File: src/rtl/multdiv_issue.sv
// Issues one MULT/DIV to the multdiv unit, stalls the pipeline until the result is ready, then writes it back for one cycle.
// Optional MULTDIV_TIMEOUT_EN: forces an exception writeback after TIMEOUT_CYCLES WAIT cycles with no result-ready.
module multdiv_issue #(
    parameter int TIMEOUT_CYCLES = 40,
    parameter int STATUS_REG     = 30,
    parameter int MULT_STATUS    = 4,
    parameter int DIV_STATUS     = 5
) (
    input  logic        clock,
    input  logic        reset,
    input  logic        req_valid,
    input  logic        req_is_div,
    input  logic [31:0] req_a,
    input  logic [31:0] req_b,
    input  logic [4:0]  req_rd,
    output logic        stall,
    output logic [31:0] md_operandA,
    output logic [31:0] md_operandB,
    output logic        md_ctrl_MULT,
    output logic        md_ctrl_DIV,
    input  logic [31:0] md_result,
    input  logic        md_exception,
    input  logic        md_resultRDY,
    output logic        wb_valid,
    output logic [4:0]  wb_rd,
    output logic [31:0] wb_data,
    output logic        busy
);

    localparam logic [4:0]  STATUS_RD = 5'(STATUS_REG);
    localparam logic [31:0] MULT_ST   = 32'(MULT_STATUS);
    localparam logic [31:0] DIV_ST    = 32'(DIV_STATUS);

    typedef enum logic [1:0] {S_IDLE, S_LAUNCH, S_WAIT, S_DONE} state_t;

    state_t      state_q, state_d;
    logic [31:0] opa_q, opa_d, opb_q, opb_d, res_q, res_d;
    logic [4:0]  rd_q, rd_d;
    logic        div_q, div_d, exc_q, exc_d;
    logic        guard_q, guard_d;

`ifdef MULTDIV_TIMEOUT_EN
    localparam int CW = $clog2(TIMEOUT_CYCLES + 1);
    logic [CW-1:0] tmo_q, tmo_d;
`endif

    assign md_operandA = opa_q;
    assign md_operandB = opb_q;
    assign busy        = (state_q != S_IDLE);

    always_comb begin
        state_d      = state_q;
        opa_d        = opa_q;
        opb_d        = opb_q;
        rd_d         = rd_q;
        div_d        = div_q;
        res_d        = res_q;
        exc_d        = exc_q;
        guard_d      = guard_q;
`ifdef MULTDIV_TIMEOUT_EN
        tmo_d        = tmo_q;
`endif
        stall        = 1'b0;
        md_ctrl_MULT = 1'b0;
        md_ctrl_DIV  = 1'b0;
        wb_valid     = 1'b0;
        wb_rd        = 5'd0;
        wb_data      = 32'd0;

        case (state_q)
            S_IDLE: begin
                // Stall combinationally so the request cannot slip past before it is latched.
                stall = req_valid;
                if (req_valid) begin
                    opa_d   = req_a;
                    opb_d   = req_b;
                    rd_d    = req_rd;
                    div_d   = req_is_div;
                    state_d = S_LAUNCH;
                end
            end
            S_LAUNCH: begin
                stall        = 1'b1;
                md_ctrl_DIV  = div_q;
                md_ctrl_MULT = ~div_q;
                guard_d      = 1'b1;
`ifdef MULTDIV_TIMEOUT_EN
                tmo_d        = '0;
`endif
                state_d      = S_WAIT;
            end
            S_WAIT: begin
                stall   = 1'b1;
                guard_d = 1'b0;
                // Ready in the first WAIT cycle may still belong to the previous operation.
                if (!guard_q && md_resultRDY) begin
                    res_d   = md_result;
                    exc_d   = md_exception;
                    state_d = S_DONE;
                end
`ifdef MULTDIV_TIMEOUT_EN
                else if (tmo_q == CW'(TIMEOUT_CYCLES - 1)) begin
                    res_d   = 32'd0;
                    exc_d   = 1'b1;
                    state_d = S_DONE;
                end else begin
                    tmo_d = tmo_q + CW'(1);
                end
`endif
            end
            S_DONE: begin
                wb_valid = 1'b1;
                wb_rd    = exc_q ? STATUS_RD : rd_q;
                wb_data  = exc_q ? (div_q ? DIV_ST : MULT_ST) : res_q;
                state_d  = S_IDLE;
            end
            default: state_d = S_IDLE;
        endcase
    end

    always_ff @(posedge clock) begin
        if (reset) begin
            state_q <= S_IDLE;
            opa_q   <= 32'd0;
            opb_q   <= 32'd0;
            res_q   <= 32'd0;
            rd_q    <= 5'd0;
            div_q   <= 1'b0;
            exc_q   <= 1'b0;
            guard_q <= 1'b0;
`ifdef MULTDIV_TIMEOUT_EN
            tmo_q   <= '0;
`endif
        end else begin
            state_q <= state_d;
            opa_q   <= opa_d;
            opb_q   <= opb_d;
            res_q   <= res_d;
            rd_q    <= rd_d;
            div_q   <= div_d;
            exc_q   <= exc_d;
            guard_q <= guard_d;
`ifdef MULTDIV_TIMEOUT_EN
            tmo_q   <= tmo_d;
`endif
        end
    end

endmodule

File: config.mk
export PLATFORM = sky130hd
export DESIGN_NAME = multdiv_issue
export DESIGN_NICKNAME = d
export VERILOG_FILES = /design/src/rtl/multdiv_issue.sv
export SDC_FILE = /design/constraint.sdc
export NUM_CORES = 1
export LEC_CHECK = 0
export ABC_AREA = 1
export BUFFER_PORTS_ARGS = -buffer_cell sky130_fd_sc_hd__buf_2
export CAP_MARGIN = 20
export CORE_UTILIZATION = 45
export CTS_BUF_LIST = sky130_fd_sc_hd__clkbuf_4 sky130_fd_sc_hd__clkbuf_8 sky130_fd_sc_hd__clkbuf_16
export CTS_CLUSTER_DIAMETER = 150
export CTS_CLUSTER_SIZE = 25
export DETAILED_ROUTE_END_ITERATION = 8
export HOLD_SLACK_MARGIN = 0.06
export PLACE_DENSITY = 0.77
export SLEW_MARGIN = 20
export SYNTH_ARGS = -nofsm -noshare
export SYNTH_HDL_FRONTEND = slang
export SYNTH_SLANG_ARGS = --single-unit
File: constraint.sdc
create_clock -name clock -period 1.5 [get_ports clock]
set_input_delay 0.15 -clock clock [delete_from_list [all_inputs] [get_ports clock]]
set_output_delay 0.15 -clock clock [all_outputs]
set_load 0.05 [all_outputs]
=== After elaboration in Yosys (flattened, before gate mapping) ===
Cells that the tools add are included.

* Bits in registers: 106
* Input port bits: 107
* Word-level logic and storage cells: 36

* Eq/ne operators: 5
* Multiplexer cells: 13
* Bitwise operators: 1
* Reduce and logical (&&, ||, !) cells: 9

{| class="wikitable"
|+ Operator list
! kind !! number
|-
| $mux W32 || 2
|-
| $mux W5 || 2
|-
| $pmux W2 S4 || 1
|-
| $reduce_and A2 Y1 || 3
|-
| $eq A2 B2 Y1 const B || 2
|-
| $mux W1 || 4
|-
| $mux W2 || 2
|-
| $ne A2 B2 Y1 const B || 2
|-
| $pmux W1 S2 || 2
|-
| $reduce_bool A2 Y1 || 2
|-
| $eq A2 B1 Y1 const B || 1
|-
| $logic_not A2 Y1 || 1
|-
| $reduce_or A2 Y1 || 1
|-
| $logic_and A1 B1 Y1 || 1
|-
| $logic_not A1 Y1 || 1
|-
| $not A1 Y1 || 1
|}

=== Depth between registers and ports, before layout ===
Gate-level depths: netlist of run 1.

* Word-level depth: 4
* Depth in mapped cells: 8
* Gate-level depth less buffers: 6

=== Worst setup path before layout of run 1 ===
No wires, ideal clock.

* Path kind: register to output
* From: register state_q[1]
* To: output port wb_data[2]
* Arrival: 1.904 ns
* Path slack: -0.554 ns
* Stages on the path, launching flop included: 4
* Buffers on the path: 0
* Cells stage by stage: dfxtp_1 > ha_1 > inv_1 > a21oi_1

* Longest elaborated chain between the ends: 2

{| class="wikitable"
|+ Ends and longest elaborated chain
! item !! RTL line !! text
|-
| from (decl) || 36 || <nowiki>state_t state_q, state_d;</nowiki>
|-
| from (signal assigned) || 135 || <nowiki>state_q <= state_d;</nowiki>
|-
| $eq A2 B2 Y1 || 70 || <nowiki>case (state_q)</nowiki>
|-
| $mux W32 || 70 ||
|-
| to (decl) || 26 || <nowiki>output logic [31:0] wb_data,</nowiki>
|}

Every way passes these cells.

=== Worst setup path in the final report of run 1 ===
* From: register state_q[0]
* To: output port wb_data[23]

The elaborated chain is that of the path after synthesis.

==> impl_metrics.json, run 1 <==
{
  "slew_headroom_pct": 73.00,
  "critPathKind": "reg -> out",
  "slowest_stage": "dfxtp_4",
  "die_area_um2": 9674,
  "tightestPinTransition_ns": 0.4050,
  "max-cap-violations": 0,
  "ys_seq_elements": 106,
  "power_switching_share_pct": 47.96,
  "arrival_ns": 1.54,
  "worst_ep_required_time_ns": 1.35,
  "fp-row-count": 34,
  "yosys.area.top_type": "dfxtp_1",
  "crit_buf_inv": 2,
  "start_util_pct": 47.21,
  "place_area_um2": 5662,
  "die_y_um": 98.36,
  "timing.final.crit_period_ns": 1.689,
  "synth.avg_cell_area_um2": 7.021,
  "tritoncts": "built",
  "power_density_nw_per_um2": 1567,
  "yosysWarnings": 0,
  "fmax_mhz": 591.9,
  "place_congestion": 0.7932,
  "synth_cell_types": 15,
  "wirelength_um": 16600,
  "yosysSeqAreaShare_pct": 50.79,
  "synthFlopType": "dfxtp_1",
  "drc": 13,
  "r2r_end": "res_q[22]$_SDFFE_PP0P_",
  "synth_cells": 595,
  "clkPwrFrac_pct": 14.5,
  "cp-startpoint": "state_q[0]$_SDFFE_PP0P_",
  "io_buffers": 212,
  "failed_checks": "DRC, setup timing",
  "routedWlPerCell_um": 16.16,
  "yosysMostFrequentCell": "nor2_1",
  "timing.reg2reg.worst_path_depth": 9,
  "cp_max_fo": 8,
  "grt_antenna_before_repair": 1,
  "cp-start-kind": "register",
  "p_switching_mw": 5.589,
  "syn_to_final_growth_pct": 77.96,
  "fin_util_pct": 84.02,
  "hold_class": "in -> reg",
  "path_cells": "ha_4 -> nand2_8 -> buf_12 -> nor2_4 -> buf_6",
  "rrSetupSlack_ns": -0.06,
  "setup_viol": 54,
  "clock_skew_ns": 0.007761,
  "drtIter0Drc": 300,
  "total_power_mw": 11.65,
  "fin_area_um2": 7435,
  "ys_async_sr_fraction_pct": 0,
  "drive_gt1_share_pct": 33.88,
  "seqPwrFrac_pct": 33.6,
  "min_period_over_period_pct": 112.6,
  "r2r_start": "state_q[0]$_SDFFE_PP0P_",
  "fin_ws_ns": -0.1895,
  "slew_viol_final": 0,
  "h-tree-depth": 3,
  "layout.cells.non_filler": 1027,
  "p_leak_nw": 3.601,
  "cts_buffers": 9,
  "grt_use_total_pct": 30.37,
  "peakVddDrop_uv": 1097,
  "cts_root_buf": "clkbuf_8",
  "clock-sinks": 106,
  "grt_max_degree": 107,
  "syn_area_um2": 4178,
  "dieWidth_um": 98.36,
  "io_pins": 213,
  "worstHoldStart": "req_rd[1]",
  "grt_pass1_vias": 5031,
  "finalHoldViolations": 0,
  "finalSetupTns_ns": -5.187,
  "status": "complete, but fails checks",
  "vias": 5241,
  "min_to": "rd_q[1]$_SDFFE_PP0P_",
  "cts_buffer_depth": 2,
  "ant_nets": 0,
  "synth-edff-count": 0,
  "clk_pin_slew_ns": 0.10,
  "hold_slack_ns": 0.08484,
  "synth_common_cells": "nor2_1, dfxtp_1, nand2_1",
  "gr-total-overflow": 0,
  "coreArea_um2": 8848,
  "critical_path.endpoint_type": "output port",
  "fin_nets": 1026,
  "firstDrtPassIters": 9,
  "place_inst": 897,
  "syn_nets": 708,
  "rsz0062_at_grt": "yes",
  "yosys-top-cells-area": "dfxtp_1, nor2_1, o21ai_0",
  "dp_hpwl_um": 7777,
  "post-place-ws_ns": 0.01018,
  "internal-power_mw": 6.065,
  "synth_top_area_share_pct": 50.79,
  "crit_family": "flip-flops",
  "vias_per_cell": 5.103,
  "grt_pass1_wl_um": 23290,
  "share_comb_of_total_power_pct": 51.9,
  "clock_latency_ns": 0.36,
  "hold_depth": 3,
  "slowest_delay_ns": 0.40
}
-- placed cells by master, fill, tap and decap left out, drive strengths merged, types with 3 or more instances in the layout --
cell and count:
a21oi 8, buf 237, clkbuf 14, clkinvlp 3, dfxtp 106, dlygate4sd3 101, ha 6, inv 46
nand2 77, nor2 244, o21ai 72
-- final cells by class --
type,count,area [µm²]
inverters,45,173.9
clock buffers,10,137.6
flip-flops and latches,106,2130
fillers,462,1414
repair buffers,342,2775
well taps,108,135.1
clock inverters,6,48.80
diodes,1,2.502
multi-input cells,409,2032
-- per-layer routing --
metal  up-vias  share of wire, %  global-route usage (%)  wire [µm]
met4         0               5.2                   17.68        858
met2       322                51                   56.01       8431
met5         -                 0                       0          0
li1       2444                 -                       -          -
met3        83               8.8                   7.588       1460
met1      2392                35                   31.03       5844
-- power by group through the flow --
| stage | clock network, mW | logic, mW | registers [mW] |
|---|---|---|---|
| global placement | 0 | 5.01 | 3.86 |
| floorplan | 0 | 2.28 | 5.51 |
| CTS | 1.71 | 5.57 | 3.87 |
| global route | 1.82 | 6.42 | 4.00 |
| finish | 1.68 | 6.05 | 3.92 |
| detailed placement | 0 | 5.11 | 3.90 |
-- what timing repair did --
action / in CTS / in global routing
gates cloned: 1 / 6
setup endpoints to repair: 45 / 82
setup buffers: 2 / 3
gates resized for setup: 92 / 24
endpoints found under the hold margin: 99 / 2
hold buffers: 99 / 2
pin swaps: 5 / 6
-- worst min-delay path, stage by stage --
cell and delay (ns):
buf_2 0.08, o21ai_0 0.08, a21oi_1 0.10
-- logic make-up (layout without fill, tap and decap cells) --
family,after synthesis,count (layout),synth area share (%)
other cells,0,1,0
simple gates,323,323,29.26
flops,106,106,50.79
buf+inv,80,403,8.565
compound gates,80,80,9.584
fa+ha+maj,6,6,1.797
-- sequential cells by signal, summed over array words and instances, names as in the netlist --
name / cells
md_operandA: 32
md_operandB: 32
res_q: 32
rd_q: 5
state_q: 2
div_q: 1
exc_q: 1
guard_q: 1
-- worst max-delay path by stage --
stage | endpoint | cells after the start
detailed placement | md_operandA[18]$_SDFFE_PP0P_ | 6
finish | wb_data[23] | 5
floorplan | wb_data[10] | 4
global placement | rd_q[1]$_SDFFE_PP0P_ | 6
global route | wb_data[23] | 5
CTS | wb_data[4] | 5
Power figures use the tool's default switching activity.
==> run 2: changes to the inputs <==
--- a/config.mk
+++ b/config.mk
@@ -8,6 +8,7 @@
 export ABC_AREA = 1
 export BUFFER_PORTS_ARGS = -buffer_cell sky130_fd_sc_hd__buf_2
 export CAP_MARGIN = 20
+export CORE_MARGIN = 4
 export CORE_UTILIZATION = 45
 export CTS_BUF_LIST = sky130_fd_sc_hd__clkbuf_4 sky130_fd_sc_hd__clkbuf_8 sky130_fd_sc_hd__clkbuf_16
 export CTS_CLUSTER_DIAMETER = 150
==> impl_metrics.json, run 2 (synthesized netlist as in run 1, its figures left out) <==
{
  "drive_gt1_share_pct": 33.33,
  "failed_checks": "setup timing",
  "ant_nets": 0,
  "arrival_ns": 1.48,
  "cts_root_buf": "clkbuf_8",
  "fp-row-count": 34,
  "timing.final.crit_period_ns": 1.632,
  "r2r_end": "md_operandA[22]$_SDFFE_PP0P_",
  "dieWidth_um": 104.4,
  "h-tree-depth": 3,
  "clock_latency_ns": 0.36,
  "layout_common_cells": "nor2_1, buf_2, dfxtp_1",
  "die_area_um2": 10890,
  "slew_headroom_pct": 70.95,
  "grt_pass1_vias": 5142,
  "grt_use_total_pct": 27.87,
  "place_congestion": 0.7672,
  "start_util_pct": 46.99,
  "status": "complete, but fails checks",
  "area.sequential_um2": 2130,
  "io_buffers": 212,
  "finalHoldViolations": 0,
  "p_leak_nw": 3.534,
  "cp_max_fo": 9,
  "worstHoldStart": "req_a[24]",
  "place_inst": 895,
  "cts_buffers": 9,
  "n_antenna_cell": 0,
  "total_power_mw": 11.45,
  "multi_input_area_um2": 2037,
  "die_y_um": 104.4,
  "r2r_start": "state_q[0]$_SDFFE_PP0P_",
  "timing.reg2reg.worst_path_depth": 7,
  "layout.cells.non_filler": 1014,
  "gr-total-overflow": 0,
  "clock_skew_ns": 0.01562,
  "wirelength_um": 16020,
  "fin_area_um2": 7289,
  "drtIter0Drc": 198,
  "rsz0062_at_grt": "yes",
  "drc": 0,
  "min_period_over_period_pct": 108.8,
  "critPathKind": "reg -> out",
  "clk_pin_slew_ns": 0.09,
  "vias_per_cell": 4.994,
  "fmax_mhz": 612.6,
  "finalSetupTns_ns": -3.623,
  "grt_pass1_wl_um": 24680,
  "max-cap-violations": 0,
  "tritoncts": "built",
  "dp_hpwl_um": 8599,
  "fin_util_pct": 81.99,
  "worst_ep_required_time_ns": 1.35,
  "hold_class": "in -> reg",
  "slew_viol_final": 0,
  "min_to": "md_operandA[24]$_SDFFE_PP0P_",
  "coreArea_um2": 8891,
  "place_area_um2": 5634,
  "critical_path.endpoint_type": "output port",
  "hold_depth": 3,
  "routedWlPerCell_um": 15.80,
  "grt_antenna_before_repair": 0,
  "cp-start-kind": "register",
  "tightestPinTransition_ns": 0.4358,
  "setup_viol": 39,
  "syn_to_final_growth_pct": 74.48,
  "fillers": 506,
  "grt_max_degree": 56,
  "vias": 5064,
  "clock-sinks": 106,
  "fin_nets": 1015,
  "io_pins": 213,
  "power_density_nw_per_um2": 1571,
  "rrSetupSlack_ns": 0.05,
  "fin_ws_ns": -0.1323,
  "firstDrtPassIters": 5,
  "mostFrequentLayoutCell": "nor2_1",
  "peakVddDrop_uv": 1228,
  "cts_buffer_depth": 2
}
[run 2: final cells by class]
cell class,count,area share (%)
timing repair buffer,331,36.32
sequential,106,29.21
multi-input combinational,409,27.94
inverter,45,2.334
tap,108,1.854
clock buffer,10,1.802
clock inverter,5,0.5321
[run 2: worst max-delay path by stage]
stage / end / slack, ns / from
finish: wb_data[28] / -0.13 / state_q[0]$_SDFFE_PP0P_
detailed placement: md_operandB[1]$_SDFFE_PP0P_ / -0.12 / state_q[0]$_SDFFE_PP0P_
global placement: md_operandB[25]$_SDFFE_PP0P_ / 0.01 / state_q[0]$_SDFFE_PP0P_
CTS: wb_data[19] / -0.13 / state_q[1]$_SDFFE_PP0P_
floorplan: wb_data[10] / -0.13 / state_q[1]$_SDFFE_PP0P_
global route: wb_data[18] / -0.20 / state_q[0]$_SDFFE_PP0P_
[run 2: per-layer routing]
layer  vias up  track usage, %  wire length, µm
li1       2419               -                -
met1      2308           29.90             5845
met2       266           48.43             7902
met3        71           8.690             1433
met4         0           15.48              836
met5         -               0                0
[run 2: per-stage QoR]
step	hold slack, ns	worst slack, ns
global placement	0.3715	0.01209
CTS	0.06032	-0.1282
global route	0.07473	-0.1974
finish	0.06640	-0.1323
detailed placement	0.3757	-0.1191
floorplan	0.2849	-0.1254
[run 2: repair_timing]
| action | CTS | global route |
|---|---|---|
| gates resized for setup | 92 | 27 |
| endpoints found under the setup margin | 110 | 131 |
| endpoints found under the hold margin | 97 | 0 |
| pin swaps | 1 | 2 |
| hold buffers | 97 | 0 |
| buffers inserted | 2 | 1 |
| cloned | 2 | 2 |
[run 2: power breakdown]
part / total (mW) / internal, mW / switching [mW]
clock: 1.59 / 0.627 / 0.962
sequential: 3.91 / 3.54 / 0.373
combinational: 5.95 / 1.79 / 4.16
total: 11.5 / 5.96 / 5.50
[run 2: critical path, stage by stage (launching register included)]
cell and delay [ns]:
dfxtp_4 0.38, ha_4 0.19, nand2_8 0.11, buf_16 0.18
nor2_4 0.10, buf_6 0.16
